### src/rtl/wid_queue_pkg.sv
// wid_queue_pkg: shared defaults and pointer sizing for the AXI write-ID queue
package wid_queue_pkg;
  localparam int DEPTH_DEF     = 4;
  localparam int ID_WIDTH_DEF  = 8;
  localparam int LEN_WIDTH_DEF = 8;
  function automatic int ptr_w(input int depth);
    return $clog2(depth);
  endfunction
endpackage

### src/rtl/wid_queue_slot.sv
// wid_queue_slot: one stored AWID (and AWLEN when WID_QUEUE_LEN_CHK_EN is defined)
module wid_queue_slot
  import wid_queue_pkg::*;
#(
  parameter int ID_WIDTH = ID_WIDTH_DEF
`ifdef WID_QUEUE_LEN_CHK_EN
  ,parameter int LEN_WIDTH = LEN_WIDTH_DEF
`endif
) (
  input  logic                i_clk,
  input  logic                i_rst_n,
  input  logic                i_we,
  input  logic [ID_WIDTH-1:0] i_id,
`ifdef WID_QUEUE_LEN_CHK_EN
  input  logic [LEN_WIDTH-1:0] i_len,
  output logic [LEN_WIDTH-1:0] o_len,
`endif
  output logic [ID_WIDTH-1:0] o_id
);
  logic [ID_WIDTH-1:0] r_id;
  assign o_id = r_id;
  always_ff @(posedge i_clk or negedge i_rst_n)
    if (!i_rst_n) r_id <= '0;
    else if (i_we) r_id <= i_id;
`ifdef WID_QUEUE_LEN_CHK_EN
  logic [LEN_WIDTH-1:0] r_len;
  assign o_len = r_len;
  always_ff @(posedge i_clk or negedge i_rst_n)
    if (!i_rst_n) r_len <= '0;
    else if (i_we) r_len <= i_len;
`endif
endmodule

### src/rtl/wid_queue.sv
// wid_queue: in-order AWID queue supplying WID for each W beat.
// Define WID_QUEUE_LEN_CHK_EN to add AWLEN storage and the sticky wid_len_err check.
module wid_queue
  import wid_queue_pkg::*;
#(
  parameter int DEPTH     = DEPTH_DEF,
  parameter int ID_WIDTH  = ID_WIDTH_DEF,
  parameter int LEN_WIDTH = LEN_WIDTH_DEF
) (
  input  logic                 per_clk,
  input  logic                 pad_cpu_rst_b,
  input  logic                 biu_pad_awvalid,
  input  logic [ID_WIDTH-1:0]  biu_pad_awid,
  input  logic [LEN_WIDTH-1:0] biu_pad_awlen,
  output logic                 pad_biu_awready,
  output logic                 x_awvalid,
  input  logic                 x_awready,
  input  logic                 biu_pad_wvalid,
  input  logic                 biu_pad_wlast,
  output logic                 pad_biu_wready,
  output logic                 x_wvalid,
  input  logic                 x_wready,
  output logic [ID_WIDTH-1:0]  wid,
  output logic                 wid_queue_empty,
  output logic                 wid_queue_full,
  output logic                 wid_len_err
);
  localparam int PTR_W = ptr_w(DEPTH);
  localparam int CNT_W = PTR_W + 1;
  logic [PTR_W-1:0]    r_wr_ptr, r_rd_ptr;
  logic [CNT_W-1:0]    r_count;
  logic [ID_WIDTH-1:0] w_ids [DEPTH];
  logic w_push, w_id_avail, w_hs, w_pop, w_store, w_deq;
  assign wid_queue_empty = r_count == '0;
  assign wid_queue_full  = r_count == CNT_W'(DEPTH);
  assign x_awvalid       = biu_pad_awvalid & ~wid_queue_full;
  assign pad_biu_awready = x_awready & ~wid_queue_full;
  assign w_push          = biu_pad_awvalid & x_awready & ~wid_queue_full;
  assign w_id_avail      = ~wid_queue_empty | w_push;
  assign x_wvalid        = biu_pad_wvalid & w_id_avail;
  assign pad_biu_wready  = x_wready & w_id_avail;
  assign w_hs            = biu_pad_wvalid & x_wready & w_id_avail;
  assign w_pop           = w_hs & biu_pad_wlast;
  // an ID consumed by a same-cycle bypass never needs to be stored
  assign w_store         = w_push & ~(wid_queue_empty & w_pop);
  assign w_deq           = w_pop & ~wid_queue_empty;
  assign wid             = wid_queue_empty ? biu_pad_awid : w_ids[r_rd_ptr];
  always_ff @(posedge per_clk or negedge pad_cpu_rst_b)
    if (!pad_cpu_rst_b) begin
      r_wr_ptr <= '0;
      r_rd_ptr <= '0;
      r_count  <= '0;
    end else begin
      r_wr_ptr <= r_wr_ptr + PTR_W'(w_store);
      r_rd_ptr <= r_rd_ptr + PTR_W'(w_deq);
      r_count  <= r_count + CNT_W'(w_store) - CNT_W'(w_deq);
    end
`ifdef WID_QUEUE_LEN_CHK_EN
  logic [LEN_WIDTH-1:0] w_lens [DEPTH];
  logic [LEN_WIDTH-1:0] r_beat, w_exp_len;
  logic                 r_len_err, w_len_bad;
  assign w_exp_len   = wid_queue_empty ? biu_pad_awlen : w_lens[r_rd_ptr];
  assign w_len_bad   = biu_pad_wlast ? (r_beat != w_exp_len) : (r_beat == w_exp_len);
  assign wid_len_err = r_len_err;
  always_ff @(posedge per_clk or negedge pad_cpu_rst_b)
    if (!pad_cpu_rst_b) begin
      r_beat    <= '0;
      r_len_err <= 1'b0;
    end else begin
      r_beat    <= w_pop ? '0 : w_hs ? r_beat + 1'b1 : r_beat;
      r_len_err <= r_len_err | (w_hs & w_len_bad);
    end
`else
  logic w_unused_len;
  assign w_unused_len = ^biu_pad_awlen;
  assign wid_len_err  = 1'b0;
`endif
  for (genvar i = 0; i < DEPTH; i++) begin : g_slot
    wid_queue_slot #(
      .ID_WIDTH (ID_WIDTH)
`ifdef WID_QUEUE_LEN_CHK_EN
      ,.LEN_WIDTH(LEN_WIDTH)
`endif
    ) u_slot (
      .i_clk  (per_clk),
      .i_rst_n(pad_cpu_rst_b),
      .i_we   (w_store && (r_wr_ptr == PTR_W'(i))),
      .i_id   (biu_pad_awid),
`ifdef WID_QUEUE_LEN_CHK_EN
      .i_len  (biu_pad_awlen),
      .o_len  (w_lens[i]),
`endif
      .o_id   (w_ids[i])
    );
  end
endmodule

### config.mk
export PLATFORM = sky130hd
export DESIGN_NAME = wid_queue
export DESIGN_NICKNAME = d
export VERILOG_FILES = /design/src/rtl/wid_queue_pkg.sv /design/src/rtl/wid_queue_slot.sv /design/src/rtl/wid_queue.sv
export SDC_FILE = /design/constraint.sdc
export NUM_CORES = 1
export LEC_CHECK = 0
export CORE_UTILIZATION = 57
export CTS_BUF_LIST = sky130_fd_sc_hd__clkbuf_4 sky130_fd_sc_hd__clkbuf_8
export DETAILED_ROUTE_END_ITERATION = 7
export GPL_TIMING_DRIVEN = 0
export MAX_ROUTING_LAYER = met4
export PLACE_DENSITY_LB_ADDON = 0.08
export SYNTH_ARGS = -nofsm -noshare
export SYNTH_HDL_FRONTEND = slang
export SYNTH_SLANG_ARGS = --single-unit
### constraint.sdc
create_clock -name per_clk -period 4.88 [get_ports per_clk]
set_input_delay 0.976 -clock per_clk [delete_from_list [all_inputs] [get_ports per_clk]]
set_output_delay 0.976 -clock per_clk [all_outputs]
set_load 0.02 [all_outputs]
Yosys cells after proc, flatten, opt, wreduce, memory -nomap -nowiden
Cells that the tools add are included.

cells by class
  add/sub/neg operators = 4
  $mul = 0
  divide/modulo/power cells = 0
  $lt $le $gt $ge = 1
  eq/ne operators = 4
  shift operators = 0
  multiplexer cells = 4
  bitwise gates (word level) = 17
  reduce and logical (&&, ||, !) cells = 6

operators by type and width
  operator              number
  $mux W8               3
  $bmux W8 S2           1
  $and A1 B1 Y1         12
  $add A2 B1 Y2         2
  $eq A2 B2 Y1 const B  2
  $logic_and A1 B1 Y1   4
  $add A3 B1 Y3         1
  $eq A3 B3 Y1 const B  1
  $ge A3 B3 Y1 const B  1
  $logic_not A3 Y1      1
  $not A1 Y1            3
  $not A2 Y3            1
  $sub A3 B1 Y3         1
  $eq A2 B1 Y1 const B  1
  $logic_not A2 Y1      1
  $or A1 B1 Y1          1

word-level totals
  bits in registers = 39
  bits in latches = 0
  memory bits (writable) = 0
  memory bits (read-only) = 0
  input bits = 23
  output and inout bits = 15
  logic and storage cells = 43
  memories kept = 0

Logic depth before layout (Yosys ltp)
  word-level depth = 11
  depth in mapped cells = 7
  gate-level depth less buffers = 6

Hierarchy
Synthesis repeated with hierarchy kept, for this count alone.

second synthesis, totals
  cells, all modules = 125
  area, all modules = 2033.2 µm²

by module, submodules not included
  module          instances  cells each  area each (µm²)  sequential area each (µm²)
  wid_queue_slot  4          17          331.6            200.2
  wid_queue       1          57          706.9            175.2

Least setup slack after synthesis
No wires, ideal clock.

  path kind = input to output
  start point = in biu_pad_awvalid
  end point = out pad_biu_wready
  data arrival time = 1.776 ns
  data required time = 3.904 ns
  path slack = 2.128 ns
  cell stages on the path = 2
  buffers on the path = 0
  cell sequence = nand2_1 a21boi_0

on the way
  word-level cells in the longest chain between the ends = 4

ends and longest elaborated chain
  what                        RTL line         source
  from (decl)                 wid_queue.sv:12  input logic biu_pad_awvalid,
  $and A1 B1 Y1 (2 in a row)  wid_queue.sv:38  assign w_push = biu_pad_awvalid & x_awready & ~wid_queue_full;
  $or A1 B1 Y1                wid_queue.sv:39  assign w_id_avail = ~wid_queue_empty | w_push;
  $and A1 B1 Y1               wid_queue.sv:41  assign pad_biu_wready = x_wready & w_id_avail;
  to (decl)                   wid_queue.sv:20  output logic pad_biu_wready,

No other way between the ends.

Worst setup path in the final report
  start point = reg r_count[1]
  end point = out wid[5]

on the way
  word-level cells in the longest chain between the ends = 2

ends and longest elaborated chain
  what                    RTL line         source
  from (decl)             wid_queue.sv:31  logic [CNT_W-1:0] r_count;
  from (signal assigned)  wid_queue.sv:56  r_count <= r_count + CNT_W'(w_store) - CNT_W'(w_deq);
  $logic_not A3 Y1        wid_queue.sv:34  assign wid_queue_empty = r_count == '0;
  $mux W8                 wid_queue.sv:47  assign wid = wid_queue_empty ? biu_pad_awid : w_ids[r_rd_ptr];
  to (decl)               wid_queue.sv:23  output logic [ID_WIDTH-1:0] wid,

No other way between the ends.

==> flow_summary.html <==
<table>
<tr><th>Metric</th><th>Value</th></tr>
<tr><th colspan="2">Power</th></tr>
<tr><td>Leakage power figure</td><td>between 0.9 and 1 nW</td></tr>
<tr><td>Ratio of total power to cell area</td><td>between 600 and 700 nW/um^2</td></tr>
<tr><td>Final total power</td><td>between 1.5 and 2 mW</td></tr>
<tr><td>Peak supply drop</td><td>around 0.44 mV</td></tr>
<tr><th colspan="2">STA</th></tr>
<tr><td>Max-slew violation count</td><td>0</td></tr>
<tr><td>Count of final hold-check violations</td><td>0</td></tr>
<tr><td>Final worst hold slack</td><td>around 500 ps</td></tr>
<tr><td>Setup Total Neg Slack</td><td>0 ps</td></tr>
<tr><td>Final setup vio count</td><td>0</td></tr>
<tr><td>Post-route clock period utilization</td><td>0.753</td></tr>
<tr><td>Max Clk Rate</td><td>between 200 and 300 MHz</td></tr>
<tr><td>Measured slew at the worst slew-check pin</td><td>859 ps</td></tr>
<tr><td>Post-layout minimum cycle time</td><td>roughly 3700 ps</td></tr>
<tr><td>Unrepaired setup endpoints after global routing</td><td>false</td></tr>
<tr><td>Relative max-transition margin</td><td>0.427</td></tr>
<tr><td>Final critical-path setup slack</td><td>around 1200 ps</td></tr>
<tr><td>Fin Clk Skew</td><td>11.0 ps</td></tr>
<tr><th colspan="2">Synthesis</th></tr>
<tr><td>Most instantiated flip-flop cell in the synthesis netlist</td><td>sky130_fd_sc_hd__dfrtp_1</td></tr>
<tr><td>Flip-flop and latch count after synthesis</td><td>39</td></tr>
<tr><td>Sequential element share of the synthesized area</td><td>0.501</td></tr>
<tr><td>Post-synthesis cell count</td><td>about 140</td></tr>
<tr><td>YS warnings</td><td>0</td></tr>
<tr><td>Net Count, Synth</td><td>about 170</td></tr>
<tr><td>Post-synthesis cell type count</td><td>29</td></tr>
<tr><td>Async S/R FF share, synth</td><td>1.00</td></tr>
<tr><td>Post-synthesis cell area</td><td>a little under 2000 um^2</td></tr>
<tr><td>Syn Area/Cell</td><td>13.6 um^2</td></tr>
<tr><td>Number of flops mapped to enable cells by yosys</td><td>0</td></tr>
<tr><th colspan="2">Worst setup path</th></tr>
<tr><td>Setup crit start</td><td>r_count[1]</td></tr>
<tr><td>CP dominant cell by count</td><td>sky130_fd_sc_hd__nand2_1</td></tr>
<tr><td>CP Depth</td><td>6</td></tr>
<tr><td>Signal arrival time at the worst endpoint</td><td>roughly 2700 ps</td></tr>
<tr><td>Critical register-to-register path endpoint</td><td>r_count[2]</td></tr>
<tr><td>Critical Path Source Type</td><td>register</td></tr>
<tr><td>Critical path buffer and inverter count</td><td>3</td></tr>
<tr><td>Cell depth of the worst flop-to-flop path</td><td>7</td></tr>
<tr><td>Category of the worst setup path capture point</td><td>output pin</td></tr>
<tr><td>Kind of cell adding the most delay to the critical path</td><td>buffers and inverters</td></tr>
<tr><td>Library cell contributing the largest single delay on the critical path</td><td>sky130_fd_sc_hd__clkdlybuf4s50_1</td></tr>
<tr><td>Crit Reg-Reg Startpoint</td><td>r_count[1]</td></tr>
<tr><td>Critical Path Sink</td><td>wid[5]</td></tr>
<tr><td>Crit Path Category</td><td>register to output pin</td></tr>
<tr><td>Slack of the worst reg-to-reg path</td><td>2540 ps</td></tr>
<tr><td>Required time of the worst setup path</td><td>roughly 3900 ps</td></tr>
<tr><td>Critical Path, Cell by Cell</td><td>or3_1 &gt; inv_2 &gt; buf_1 &gt; nand2_1 &gt; nand2_1 &gt; clkdlybuf4s50_1</td></tr>
<tr><td>Maximum fanout count along the critical path</td><td>10</td></tr>
<tr><td>Delay of the slowest cell on the worst path</td><td>approximately 610 ps</td></tr>
<tr><th colspan="2">Worst hold path</th></tr>
<tr><td>Depth of the worst hold-timing path</td><td>1</td></tr>
<tr><td>Worst hold path class</td><td>register to register</td></tr>
<tr><th colspan="2">Die</th></tr>
<tr><td>Area of the die</td><td>3650 um^2</td></tr>
<tr><td>Placement row count</td><td>20</td></tr>
<tr><td>Top-level port count</td><td>38</td></tr>
<tr><td>Initial standard-cell utilization of the core</td><td>0.617</td></tr>
<tr><td>Die outline width</td><td>around 60 um</td></tr>
<tr><td>Core area</td><td>~3200 um^2</td></tr>
<tr><td>Die extent in y</td><td>about 60 um</td></tr>
<tr><th colspan="2">Drt</th></tr>
<tr><td>Iteration count of the initial detailed-routing pass</td><td>4</td></tr>
<tr><td>Detailed Route Iter0 Violations</td><td>40</td></tr>
<tr><td>Number of design rule violations left after detail routing</td><td>0</td></tr>
<tr><td>Average wire per standard cell</td><td>~17 um</td></tr>
<tr><td>Vias per cell</td><td>5.68</td></tr>
<tr><td>Routed via count</td><td>roughly 1300</td></tr>
<tr><td>Total Wirelength</td><td>between 3000 and 4000 um</td></tr>
<tr><td>Post-route ant nets</td><td>0</td></tr>
<tr><th colspan="2">Clock network</th></tr>
<tr><td>Clock tree sinks</td><td>39</td></tr>
<tr><td>Number of H-tree levels</td><td>2</td></tr>
<tr><td>Clock-pin transition on the worst setup and hold timing paths</td><td>110 ps</td></tr>
<tr><td>Post-CTS setup-driven buffer insertion count</td><td>0</td></tr>
<tr><td>Total of hold buffers inserted after clock tree synthesis</td><td>0</td></tr>
<tr><td>Number of instances resized during post-cts repair</td><td>0</td></tr>
<tr><td>Clock tree from TritonCTS</td><td>yes</td></tr>
<tr><td>Maximum clock path buffer count</td><td>2</td></tr>
<tr><td>TritonCTS Buffers</td><td>5</td></tr>
<tr><td>Buffer cell driving the clock tree root</td><td>sky130_fd_sc_hd__clkbuf_4</td></tr>
<tr><td>Clock latency of the later-clocked register in the worst-skew pair</td><td>about 340 ps</td></tr>
<tr><th colspan="2">Global route</th></tr>
<tr><td>GR Overflow Total</td><td>0</td></tr>
<tr><td>First-pass GRT wire length</td><td>between 5000 and 6000 um</td></tr>
<tr><td>Via count of the first global-routing pass</td><td>between 1000 and 1500</td></tr>
<tr><td>Pin count of the biggest net entering global routing</td><td>40</td></tr>
<tr><td>Antenna violations before repair</td><td>0</td></tr>
<tr><td>Gr usage total</td><td>0.240</td></tr>
<tr><th colspan="2">Cells and area</th></tr>
<tr><td>Final std cells w/o fill</td><td>223</td></tr>
<tr><td>Most frequent standard cell in the layout excluding fill and tap cells</td><td>sky130_fd_sc_hd__dfrtp_1</td></tr>
<tr><td>Number of inserted diodes</td><td>0</td></tr>
<tr><td>Layout-stage area growth over the synthesis result</td><td>19.9%</td></tr>
<tr><td>Net count, final</td><td>around 200</td></tr>
<tr><td>Commonest cells after routing, fill and taps aside</td><td>sky130_fd_sc_hd__dfrtp_1 (39), sky130_fd_sc_hd__mux2_2 (28), sky130_fd_sc_hd__nand2_1 (27), sky130_fd_sc_hd__clkdlybuf4s50_1 (27), sky130_fd_sc_hd__mux4_2 (8)</td></tr>
<tr><td>Ratio of cells with drive above 1 in the final layout</td><td>0.307</td></tr>
<tr><td>Final core utilization</td><td>0.740</td></tr>
<tr><td>Post-route design area</td><td>2330 um^2</td></tr>
<tr><th colspan="2">Placement</th></tr>
<tr><td>Area post-placement</td><td>approximately 2300 um^2</td></tr>
<tr><td>Post-detailed-placement half-perimeter wirelength</td><td>2580 um</td></tr>
<tr><td>Placer Congestion</td><td>0.691</td></tr>
<tr><td>Post-placement worst setup slack</td><td>1280 ps</td></tr>
<tr><td>Post-placement cell count</td><td>~220</td></tr>
<tr><td>Number of port buffers</td><td>28</td></tr>
<tr><th colspan="2">Run status</th></tr>
<tr><td>Run status</td><td>finished, final reports clean</td></tr>
<tr><th colspan="2">Flow run</th></tr>
<tr><td>Max capacitance violation total</td><td>0</td></tr>
</table>
-- worst min-delay path by stage --
stage                              from                  endpoint  slack (ps)
5_1_grt        g_slot[2].u_slot.o_id[7]  g_slot[2].u_slot.o_id[7]         530
3_3_place_gp   g_slot[1].u_slot.o_id[5]  g_slot[1].u_slot.o_id[5]         470
4_1_cts        g_slot[1].u_slot.o_id[7]  g_slot[1].u_slot.o_id[7]         510
6_report       g_slot[1].u_slot.o_id[7]  g_slot[1].u_slot.o_id[7]         500
2_1_floorplan  g_slot[2].u_slot.o_id[5]  g_slot[2].u_slot.o_id[5]         450
3_5_place_dp   g_slot[1].u_slot.o_id[5]  g_slot[1].u_slot.o_id[5]         480
-- state kept, by name, summed over array words and instances (netlist names) --
name                cells
r_wr_ptr                2
r_rd_ptr                2
g_slot.u_slot.o_id     32
r_count                 3
-- area by class of cell --
type | count | area [um^2]
clock inverters | 2 | 12.5
clock buffers | 6 | 45.0
multi-input cells | 94 | 922
well taps | 44 | 55.1
inverters | 2 | 7.51
plain buffers | 8 | 41.3
fillers | 220 | 818
flip-flops and latches | 39 | 976
repair buffers | 28 | 275
-- per-layer routing --
layer	share of wire	GRT usage
met1	0.44	0.297
met2	0.52	0.392
met5	0	-
met4	0.011	0.0909
met3	0.033	0.0448
-- where the power goes --
group	switching, mW	internal (mW)
Combinational	0.391	0.456
Sequential	0.0873	0.486
Clock	0.105	0.0612
Total	0.584	1.00
-- Yosys cell counts (all sizes together) (2+ instances only) --
cell type / count / area [um^2]
mux2: 32 / 360
buf: 6 / 33.8
nand2b: 2 / 12.5
a21boi: 2 / 15.0
nor2b: 2 / 12.5
clkbuf: 2 / 7.51
dfrtp: 39 / 976
xor2: 2 / 17.5
ha: 2 / 25.0
mux4: 8 / 180
xnor2: 3 / 26.3
nand2: 27 / 101
inv: 2 / 7.50
a2111oi: 3 / 82.6
-- logic make-up (layout without fill, tap and decap cells) --
group / count (synthesis) / in the layout / synth area share
buffers and inverters: 10 / 46 / 0.0251
xor gates and xnor gates: 5 / 5 / 0.0225
muxes: 40 / 40 / 0.278
adders and majority gates: 3 / 3 / 0.0231
AOI/OAI and AO/OA: 9 / 9 / 0.0675
other: 1 / 1 / 0.00193
DFF: 39 / 39 / 0.501
and+or+nand+nor: 36 / 36 / 0.0810
-- worst register-to-register path: cells and delay by family, from the launching register on --
kind                       cells  cell delay [ps]
adders and majority gates      2              580
and+or+nand+nor                1              440
DFF                            1              430
AOI/OAI and AO/OA              2              360
buffers and inverters          1              280
xor gates and xnor gates       1              130
(Power assumes the default switching activity.)
